==> src/rtl/mochila_bridge_pkg.sv <==
// Defaults and the stored request format for the external-master OBI bridge.
package mochila_bridge_pkg;

  localparam int unsigned DEFAULT_REQ_DEPTH       = 4;
  localparam int unsigned DEFAULT_MAX_OUTSTANDING = 4;
  localparam int unsigned DEFAULT_TIMEOUT_CYCLES  = 1024;

  // Request fields that travel through the FIFO; req itself is implied by occupancy.
  typedef struct packed {
    logic [31:0] addr;
    logic        we;
    logic [3:0]  be;
    logic [31:0] wdata;
  } obi_req_entry_t;

endpackage

==> src/rtl/obi_pkg.sv <==
// OBI request/response channel types shared by every OBI port in the subsystem.
// Fixed 32-bit address/data with byte enables; no optional OBI signals.
package obi_pkg;

  typedef struct packed {
    logic        req;
    logic [31:0] addr;
    logic        we;
    logic [3:0]  be;
    logic [31:0] wdata;
  } obi_req_t;

  typedef struct packed {
    logic        gnt;
    logic        rvalid;
    logic [31:0] rdata;
  } obi_resp_t;

endpackage

==> src/rtl/obi_req_fifo.sv <==
// Power-of-two request FIFO; head is the oldest entry and stays put until popped.
module obi_req_fifo
  import mochila_bridge_pkg::*;
#(
  parameter int unsigned DEPTH = DEFAULT_REQ_DEPTH
) (
  input  logic           clk,
  input  logic           rst,
  input  logic           push,
  input  obi_req_entry_t push_data,
  input  logic           pop,
  output logic           full,
  output logic           empty,
  output obi_req_entry_t head
);

  localparam int AW = $clog2(DEPTH);

  obi_req_entry_t mem [DEPTH];
  logic [AW-1:0]  wr_ptr;
  logic [AW-1:0]  rd_ptr;
  logic [AW:0]    count;
  logic           do_push;
  logic           do_pop;

  assign full    = (count == (AW+1)'(DEPTH));
  assign empty   = (count == '0);
  assign do_push = push && !full;
  assign do_pop  = pop && !empty;
  assign head    = mem[rd_ptr];

  // NOTE: non-blocking assignments so every register samples pre-edge values.
  always_ff @(posedge clk or posedge rst) begin
    if (rst) begin
      wr_ptr <= '0;
      rd_ptr <= '0;
      count  <= '0;
    end else begin
      if (do_push) wr_ptr <= wr_ptr + AW'(1);
      if (do_pop)  rd_ptr <= rd_ptr + AW'(1);
      case ({do_push, do_pop})
        2'b10:   count <= count + (AW+1)'(1);
        2'b01:   count <= count - (AW+1)'(1);
        default: count <= count;
      endcase
    end
  end

  // NOTE: storage is deliberately not reset; count decides which slots are valid.
  always_ff @(posedge clk) begin
    if (do_push) mem[wr_ptr] <= push_data;
  end

endmodule

==> src/rtl/obi_ext_master_bridge.sv <==
// Buffering bridge in front of the external-master OBI port: queued requests,
// bounded outstanding count, registered responses and a sticky timeout flag.
module obi_ext_master_bridge
  import obi_pkg::*;
  import mochila_bridge_pkg::*;
#(
  parameter int unsigned REQ_DEPTH       = DEFAULT_REQ_DEPTH,
  parameter int unsigned MAX_OUTSTANDING = DEFAULT_MAX_OUTSTANDING,
  parameter int unsigned TIMEOUT_CYCLES  = DEFAULT_TIMEOUT_CYCLES
) (
  input  logic                                 clk_i,
  input  logic                                 rst_i,
  input  obi_req_t                             s_req_i,
  output obi_resp_t                            s_resp_o,
  output obi_req_t                             m_req_o,
  input  obi_resp_t                            m_resp_i,
  input  logic                                 clear_i,
  output logic                                 timeout_o,
  output logic [$clog2(MAX_OUTSTANDING+1)-1:0] outstanding_o
);

  localparam int OW = $clog2(MAX_OUTSTANDING + 1);
  localparam int TW = (TIMEOUT_CYCLES > 0) ? $clog2(TIMEOUT_CYCLES + 1) : 1;
  localparam logic [OW-1:0] MAX_OUT = OW'(MAX_OUTSTANDING);
  localparam logic [TW-1:0] T_MAX   = TW'(TIMEOUT_CYCLES);

  logic           fifo_full;
  logic           fifo_empty;
  obi_req_entry_t head;
  logic           gnt;
  logic           accept;
  logic           pop;
  logic           dec;

  logic [OW-1:0]  outstanding_q, outstanding_d;
  logic [TW-1:0]  tcnt_q, tcnt_d;
  logic           timeout_q, timeout_d;
  logic           rvalid_q;
  logic [31:0]    rdata_q;

  assign gnt    = !rst_i && !fifo_full && (outstanding_q < MAX_OUT);
  assign accept = s_req_i.req && gnt;
  assign pop    = !fifo_empty && m_resp_i.gnt;
  // A response with nothing outstanding is forwarded but never counted.
  assign dec    = rvalid_q && (outstanding_q != '0);

  obi_req_fifo #(.DEPTH(REQ_DEPTH)) u_req_fifo (
    .clk       (clk_i),
    .rst       (rst_i),
    .push      (accept),
    .push_data ('{addr: s_req_i.addr, we: s_req_i.we, be: s_req_i.be, wdata: s_req_i.wdata}),
    .pop       (pop),
    .full      (fifo_full),
    .empty     (fifo_empty),
    .head      (head)
  );

  // NOTE: every always_comb output gets a default first so no latch is inferred.
  always_comb begin
    m_req_o = '0;
    if (!fifo_empty) begin
      m_req_o.req   = 1'b1;
      m_req_o.addr  = head.addr;
      m_req_o.we    = head.we;
      m_req_o.be    = head.be;
      m_req_o.wdata = head.wdata;
    end
  end

  assign s_resp_o.gnt    = gnt;
  assign s_resp_o.rvalid = rvalid_q;
  assign s_resp_o.rdata  = rdata_q;
  assign timeout_o       = timeout_q;
  assign outstanding_o   = outstanding_q;

  always_comb begin
    outstanding_d = outstanding_q;
    tcnt_d        = tcnt_q;
    timeout_d     = timeout_q;

    case ({accept, dec})
      2'b10:   outstanding_d = outstanding_q + OW'(1);
      2'b01:   outstanding_d = outstanding_q - OW'(1);
      default: outstanding_d = outstanding_q;
    endcase

    if (TIMEOUT_CYCLES == 0) begin
      tcnt_d    = '0;
      timeout_d = 1'b0;
    end else begin
      if (outstanding_q == '0 || m_resp_i.rvalid) tcnt_d = '0;
      else if (tcnt_q != T_MAX)                   tcnt_d = tcnt_q + TW'(1);
      // Reaching terminal count beats a coincident clear.
      if (tcnt_d == T_MAX && tcnt_q != T_MAX) timeout_d = 1'b1;
      else if (clear_i)                       timeout_d = 1'b0;
    end
  end

  always_ff @(posedge clk_i or posedge rst_i) begin
    if (rst_i) begin
      outstanding_q <= '0;
      tcnt_q        <= '0;
      timeout_q     <= 1'b0;
      rvalid_q      <= 1'b0;
      rdata_q       <= '0;
    end else begin
      outstanding_q <= outstanding_d;
      tcnt_q        <= tcnt_d;
      timeout_q     <= timeout_d;
      rvalid_q      <= m_resp_i.rvalid;
      if (m_resp_i.rvalid) rdata_q <= m_resp_i.rdata;
    end
  end

  rsp_without_outstanding: assert property (
    @(posedge clk_i) disable iff (rst_i) rvalid_q |-> (outstanding_q != '0)
  );

endmodule

==> config.mk <==
export PLATFORM = sky130hd
export DESIGN_NAME = obi_ext_master_bridge
export DESIGN_NICKNAME = d
export VERILOG_FILES = /design/src/rtl/mochila_bridge_pkg.sv /design/src/rtl/obi_pkg.sv /design/src/rtl/obi_req_fifo.sv /design/src/rtl/obi_ext_master_bridge.sv
export SDC_FILE = /design/constraint.sdc
export NUM_CORES = 1
export LEC_CHECK = 0
export CAP_MARGIN = 20
export CORE_ASPECT_RATIO = 0.5
export CORE_MARGIN = 3
export CORE_UTILIZATION = 30
export CTS_CLUSTER_DIAMETER = 150
export DETAILED_ROUTE_END_ITERATION = 12
export PLACE_DENSITY = 0.53
export SYNTH_ARGS = -nofsm -noshare
export SYNTH_HDL_FRONTEND = slang
export SYNTH_SLANG_ARGS = --single-unit
==> constraint.sdc <==
create_clock -name clk_i -period 7.1 [get_ports clk_i]
set_input_delay 1.065 -clock clk_i [delete_from_list [all_inputs] [get_ports clk_i]]
set_output_delay 1.065 -clock clk_i [all_outputs]
set_load 0.02 [all_outputs]
# Word-level counts from Yosys, hierarchy flattened
# Memories as Yosys holds them, arrays and structs flattened.
# Cells that the tools add are included.
[classes]
reduce_logical = 18
muxes = 9
magnitude_cmp = 1
n_addsub = 7
n_eq_ne = 7
[ops]
columns = ["operator", "n"]
rows = [
  ["70-bit 2-to-1 mux", 1],
  ["11-bit 2-to-1 mux", 2],
  ["3-bit one-hot mux with 2 select lines", 2],
  ["11-bit by 1-bit adder with 11-bit output (second input constant)", 1],
  ["11-bit == test (second input constant)", 1],
  ["11-bit != test (second input constant)", 1],
  ["1-bit logical AND", 8],
  ["3-bit by 1-bit adder with 3-bit output (second input constant)", 2],
  ["3-bit zero test", 2],
  ["2-bit nonzero test", 3],
  ["3-bit by 1-bit subtractor with 3-bit output (second input constant)", 2],
  ["2-bit by 1-bit adder with 2-bit output (second input constant)", 2],
  ["2-bit by 1-bit == test with 1-bit output (second input constant)", 2],
  ["2-bit == test (second input constant)", 2],
  ["1-bit 2-to-1 mux", 4],
  ["3-bit == test (second input constant)", 1],
  ["1-bit zero test", 3],
  ["3-bit less-than comparator (second input constant)", 1],
  ["3-bit nonzero test", 1],
  ["1-bit logical OR", 1],
]
[word_totals]
mem_bits_rw = 276
out_inout_bits = 108
ff_bits = 55
mem_count = 1
wordCells = 51
inputBits = 107
[memory_table]
columns = ["memory", "words", "word_bits", "rd", "rd_clocked_by_memory_dff", "wr", "line_no", "rtl"]
rows = [
  ["u_req_fifo.mem", 4, 69, 1, 0, 1, "obi_req_fifo.sv:19", "obi_req_entry_t mem [DEPTH];"],
]

# Logic depth before layout (Yosys ltp)
[depth]
ltp_word = 8
depth_mapped = 10
ltp_nobuf = 10

# Modules after synthesis
# Synthesis repeated with hierarchy kept, for this count alone.
[unflattened]
cells_unflattened = 651
hier_area_um2 = 13140.1
[modules_own_cells]
columns = ["module", "seq_area_each_um2", "n_inst", "cells_each", "area_each_um2"]
rows = [
  ["obi_req_fifo", 8463.1, 1, 399, 10461.3],
  ["obi_ext_master_bridge", 1201.2, 1, 252, 2678.8],
]

# Worst setup path after synthesis
# No wires, ideal clock.
[synth_timing]
kind = "input to register"
start = "input rst_i"
end = "memory u_req_fifo.mem[0][0] in the netlist's numbering (enable)"
n_path_buf = 0
required_time_ns = 6.665
setup_ns = 0.435
arrival_time_ns = 3.224
path_slack_ns = 3.441
cell_stages = 2
cell_sequence = "a311oi_1 and3_1"
[synth_via]
elab_chain_len = 7
[synth_lines]
columns = ["item", "line_no", "rtl"]
rows = [
  ["from (decl)", "obi_ext_master_bridge.sv:12", "input logic rst_i,"],
  ["1-bit zero test (no source line)", "-", ""],
  ["1-bit logical AND (2 in a row)", "obi_ext_master_bridge.sv:41", "assign gnt = !rst_i && !fifo_full && (outstanding_q < MAX_OUT);"],
  ["1-bit logical AND", "obi_ext_master_bridge.sv:42", "assign accept = s_req_i.req && gnt;"],
  ["1-bit logical AND", "obi_req_fifo.sv:28", "assign do_push = push && !full;"],
  ["1-bit 2-to-1 mux", "obi_req_fifo.sv:51", "if (do_push) mem[wr_ptr] <= push_data;"],
  ["1-bit 2-to-1 mux (not written as such)", "obi_req_fifo.sv:51", ""],
  ["to (decl)", "obi_req_fifo.sv:19", ""],
]
# No other way between the ends.

==> run_results.csv <==
group,metric,value,unit
yosys,synth.avg_cell_area,20.22,um2
route,dr_wl_met2,15510,um
clocking,postCtsSetupBuffers,0,
clocking,cts_hold_buf,0,
clocking,cts_tree,"done",
final_layout,nets,973,
power_and_ir_drop,p_int,4.396,mW
flow_run,drv_cap,0,
run_status,status,"finished, final reports clean",
clocking,h-tree-depth,1,
worst_setup_path,cp_data_arrival_time,3.57,ns
yosys,synth_edf_count,276,
route,vias,6437,
die,dieArea,0.04547,mm2
route,routed_wirelength,28360,um
power_and_ir_drop,switchingPower,1.906,mW
placement,portBuffers,214,
worst_setup_path,crit_path_start_kind,"register",
timing,timing.final.ws_setup,2.466,ns
worst_setup_path,worstSetupPathType,"register to output pin",
power_and_ir_drop,p_leak,5.549,nW
timing,hold_slack,0.4932,ns
placement,preCtsSetupSlack,2.890,ns
yosys,synth_seq_area_share,75.27,%
global_routing,grt_pass1_wl,43820,um
timing,fin_crit,4.634,ns
yosys,async_flop_share,16.62,%
timing,timing.final.crit_share,65.27,%
worst_setup_path,slowest_stage,"dfrtp_4",
power_and_ir_drop,combPwrFrac,34.3,%
timing,fin_worst_skew,0.01797,ns
timing,maxSlewViolCount,0,
route,drt_iter0_drc,350,
route,wl_per_cell,19.60,um
final_layout,final_common_cell,"edfxtp_1",
route,wl_met3,907,um
global_routing,grt_max_degree,72,
yosys,ys_types,37,
power_and_ir_drop,seq_power_share,39.2,%
clocking,cts_resized,0,
yosys,syn-instance-count,635,
yosys,synth_warnings,0,
timing,setup_viol,0,
global_routing,grt-ovfl-total,0,
die,die_w,298.6,um
power_and_ir_drop,clkPwrFrac,26.5,%
die,fp.coreArea,0.04131,mm2
clocking,clkTransAtPathRegs,0.06,ns
route,wl_met1,11430,um
timing,slew_headroom,34.75,%
worst_setup_path,critPathRequiredTime,6.03,ns
final_layout,drive_gt1_share,18.32,%
clocking,numClockSinks,331,
worst_setup_path,path_cells,"buf_4 -> mux4_2 -> and2_1 -> clkdlybuf4s50_1",
yosys,synth_nets,752,
clocking,cts_made_buffers,30,
power_and_ir_drop,switching_share,30.25,%
route,ant_nets,0,
final_layout,fin_area,0.01664,mm2
placement,place_area,0.01563,mm2
die,num_rows,52,
timing,final_hold_viol_count,0,
die,die_h,152.3,um
timing,rsz0062_at_grt,"false",
route,drc,0,
clocking,worst_skew_pair.late_latency,0.57,ns
global_routing,antenna_found_initial,1,
worst_setup_path,slowest_delay,1.03,ns
timing,max_freq,215.8,MHz
yosys,syn_area,0.01284,mm2
clocking,clockBufferDepth,3,
die,num_io_pins,215,
final_layout,fillers,3712,
timing,worstMarginPinSlew,0.9787,ns
route,first_pass_iters,4,
global_routing,grt_pass1_vias,7195,
route,topRoutingLayerUsed,"met4",
worst_setup_path,worst-path-max-fanout,44,
final_layout,layout_common_cells,"276 x edfxtp_1, 213 x clkdlybuf4s50_1, 71 x and2_1",
yosys,synthFlopType,"edfxtp_1",
yosys,synth-seq-cells,331,
placement,place_congestion,0.7268,
clocking,cts-root-buf,"clkbuf_16",
power_and_ir_drop,vdd_drop_max,0.2704,mV
timing,fin_tns_setup,0,ns
hold_path,worstHoldPathType,"register to register",
final_layout,syn2layout_area_growth,29.62,%
power_and_ir_drop,power_density,378.7,mW/mm2
worst_setup_path,endpoint_kind,"output pin",
global_routing,grtUsageTotal,12.39,%
placement,dp_hpwl,17320,um
route,via_per_inst,4.449,
die,start_util,31.08,%
## flip-flops by register name (all words and copies together) (netlist names)
name,flops
u_req_fifo.wr_ptr,2
u_req_fifo.rd_ptr,2
rdata_q,32
u_req_fifo.mem,276
rvalid_q,1
outstanding_o,3
u_req_fifo.count,3
tcnt_q,11
timeout_o,1
## final cells by class
cell class,instances,area (um2),area share [%]
Clock buffer,38,802.0,4.819
Multi-Input combinational cell,257,3003,18.04
Antenna cell,1,2.502,0.01504
Inverter,14,52.55,0.3157
Timing Repair Buffer,222,2197,13.20
Sequential cell,331,9669,58.10
Clock inverter,17,207.7,1.248
Tap cell,567,709.4,4.263
## path summary, 6_finish.rpt
kind / start / end / slack [ns] / cells after the start
min reg2reg: u_req_fifo.count[0]$_DFFE_PP0P_ / u_req_fifo.count[0]$_DFFE_PP0P_ / 0.49 / 1
max: u_req_fifo.rd_ptr[0]$_DFFE_PP0P_ / m_req_o[39] / 2.47 / 4
max in group asynchronous: rst_i / u_req_fifo.rd_ptr[0]$_DFFE_PP0P_ / 5.44 / 3
max reg2reg: u_req_fifo.count[1]$_DFFE_PP0P_ / u_req_fifo.mem[2][29]$_DFFE_PP_ / 4.29 / 4
min in group asynchronous: rst_i / outstanding_o[0]$_DFFE_PP0P_ / 1.09 / 3
min: u_req_fifo.count[0]$_DFFE_PP0P_ / u_req_fifo.count[0]$_DFFE_PP0P_ / 0.49 / 1
## metal layers
metal | vias up | GRT usage (%)
li1 | 2924 | -
met1 | 3378 | 14.80
met2 | 97 | 23.31
met3 | 38 | 2.363
met4 | 0 | 2.384
met5 | - | 0
## kinds of logic (layout without fill, tap and decap cells)
| group | count (synthesis) | count (layout) | share of synthesized area (%) |
|---|---|---|---|
| AOI/OAI and AO/OA | 8 | 8 | 0.4580 |
| and+or+nand+nor | 117 | 117 | 5.311 |
| muxes | 103 | 103 | 15.07 |
| buffers and inverters | 47 | 291 | 1.510 |
| xor gates and xnor gates | 19 | 19 | 1.296 |
| adders and majority gates | 10 | 10 | 1.091 |
| other | 0 | 1 | 0 |
| DFF | 331 | 331 | 75.27 |
## Yosys cell counts, drive strengths merged (3+ instances only)
| cell type | instances | area, um2 |
|---|---|---|
| dfrtp | 55 | 1376 |
| edfxtp | 276 | 8288 |
| and2 | 72 | 450.4 |
| clkbuf | 24 | 91.33 |
| inv | 14 | 52.55 |
| mux2 | 32 | 360.4 |
| nor2 | 16 | 60.06 |
| ha | 8 | 100.1 |
| nand3 | 5 | 30.03 |
| and3 | 4 | 25.02 |
| nor3 | 3 | 15.01 |
| nand2 | 5 | 18.77 |
| xor2 | 10 | 87.58 |
| buf | 9 | 50.04 |
| mux4 | 69 | 1554 |
| xnor2 | 9 | 78.83 |
## metrics by stage
step	power [mW]	util, %	instances
after floorplan	3.748	-	635
after global placement	4.725	37.83	1391
after detailed placement	4.736	37.83	1391
after CTS	6.436	40.28	1446
after global routing	6.622	40.28	1447
final	6.302	40.28	1447
## power groups by stage
stage | combinational (mW) | clock (mW) | sequential, mW
floorplan | 1.34 | 0 | 2.41
global placement | 2.21 | 0 | 2.52
detailed placement | 2.21 | 0 | 2.52
finish | 2.16 | 1.67 | 2.47
CTS | 2.23 | 1.73 | 2.48
global route | 2.31 | 1.81 | 2.50
## worst max-delay path: cells and delay by family (launching register included)
family / cells / cell delay [ns]
buffers and inverters: 2 / 1.18
DFF: 1 / 1.03
muxes: 1 / 0.57
and+or+nand+nor: 1 / 0.17
No activity file was read; power rests on OpenSTA's default activity.
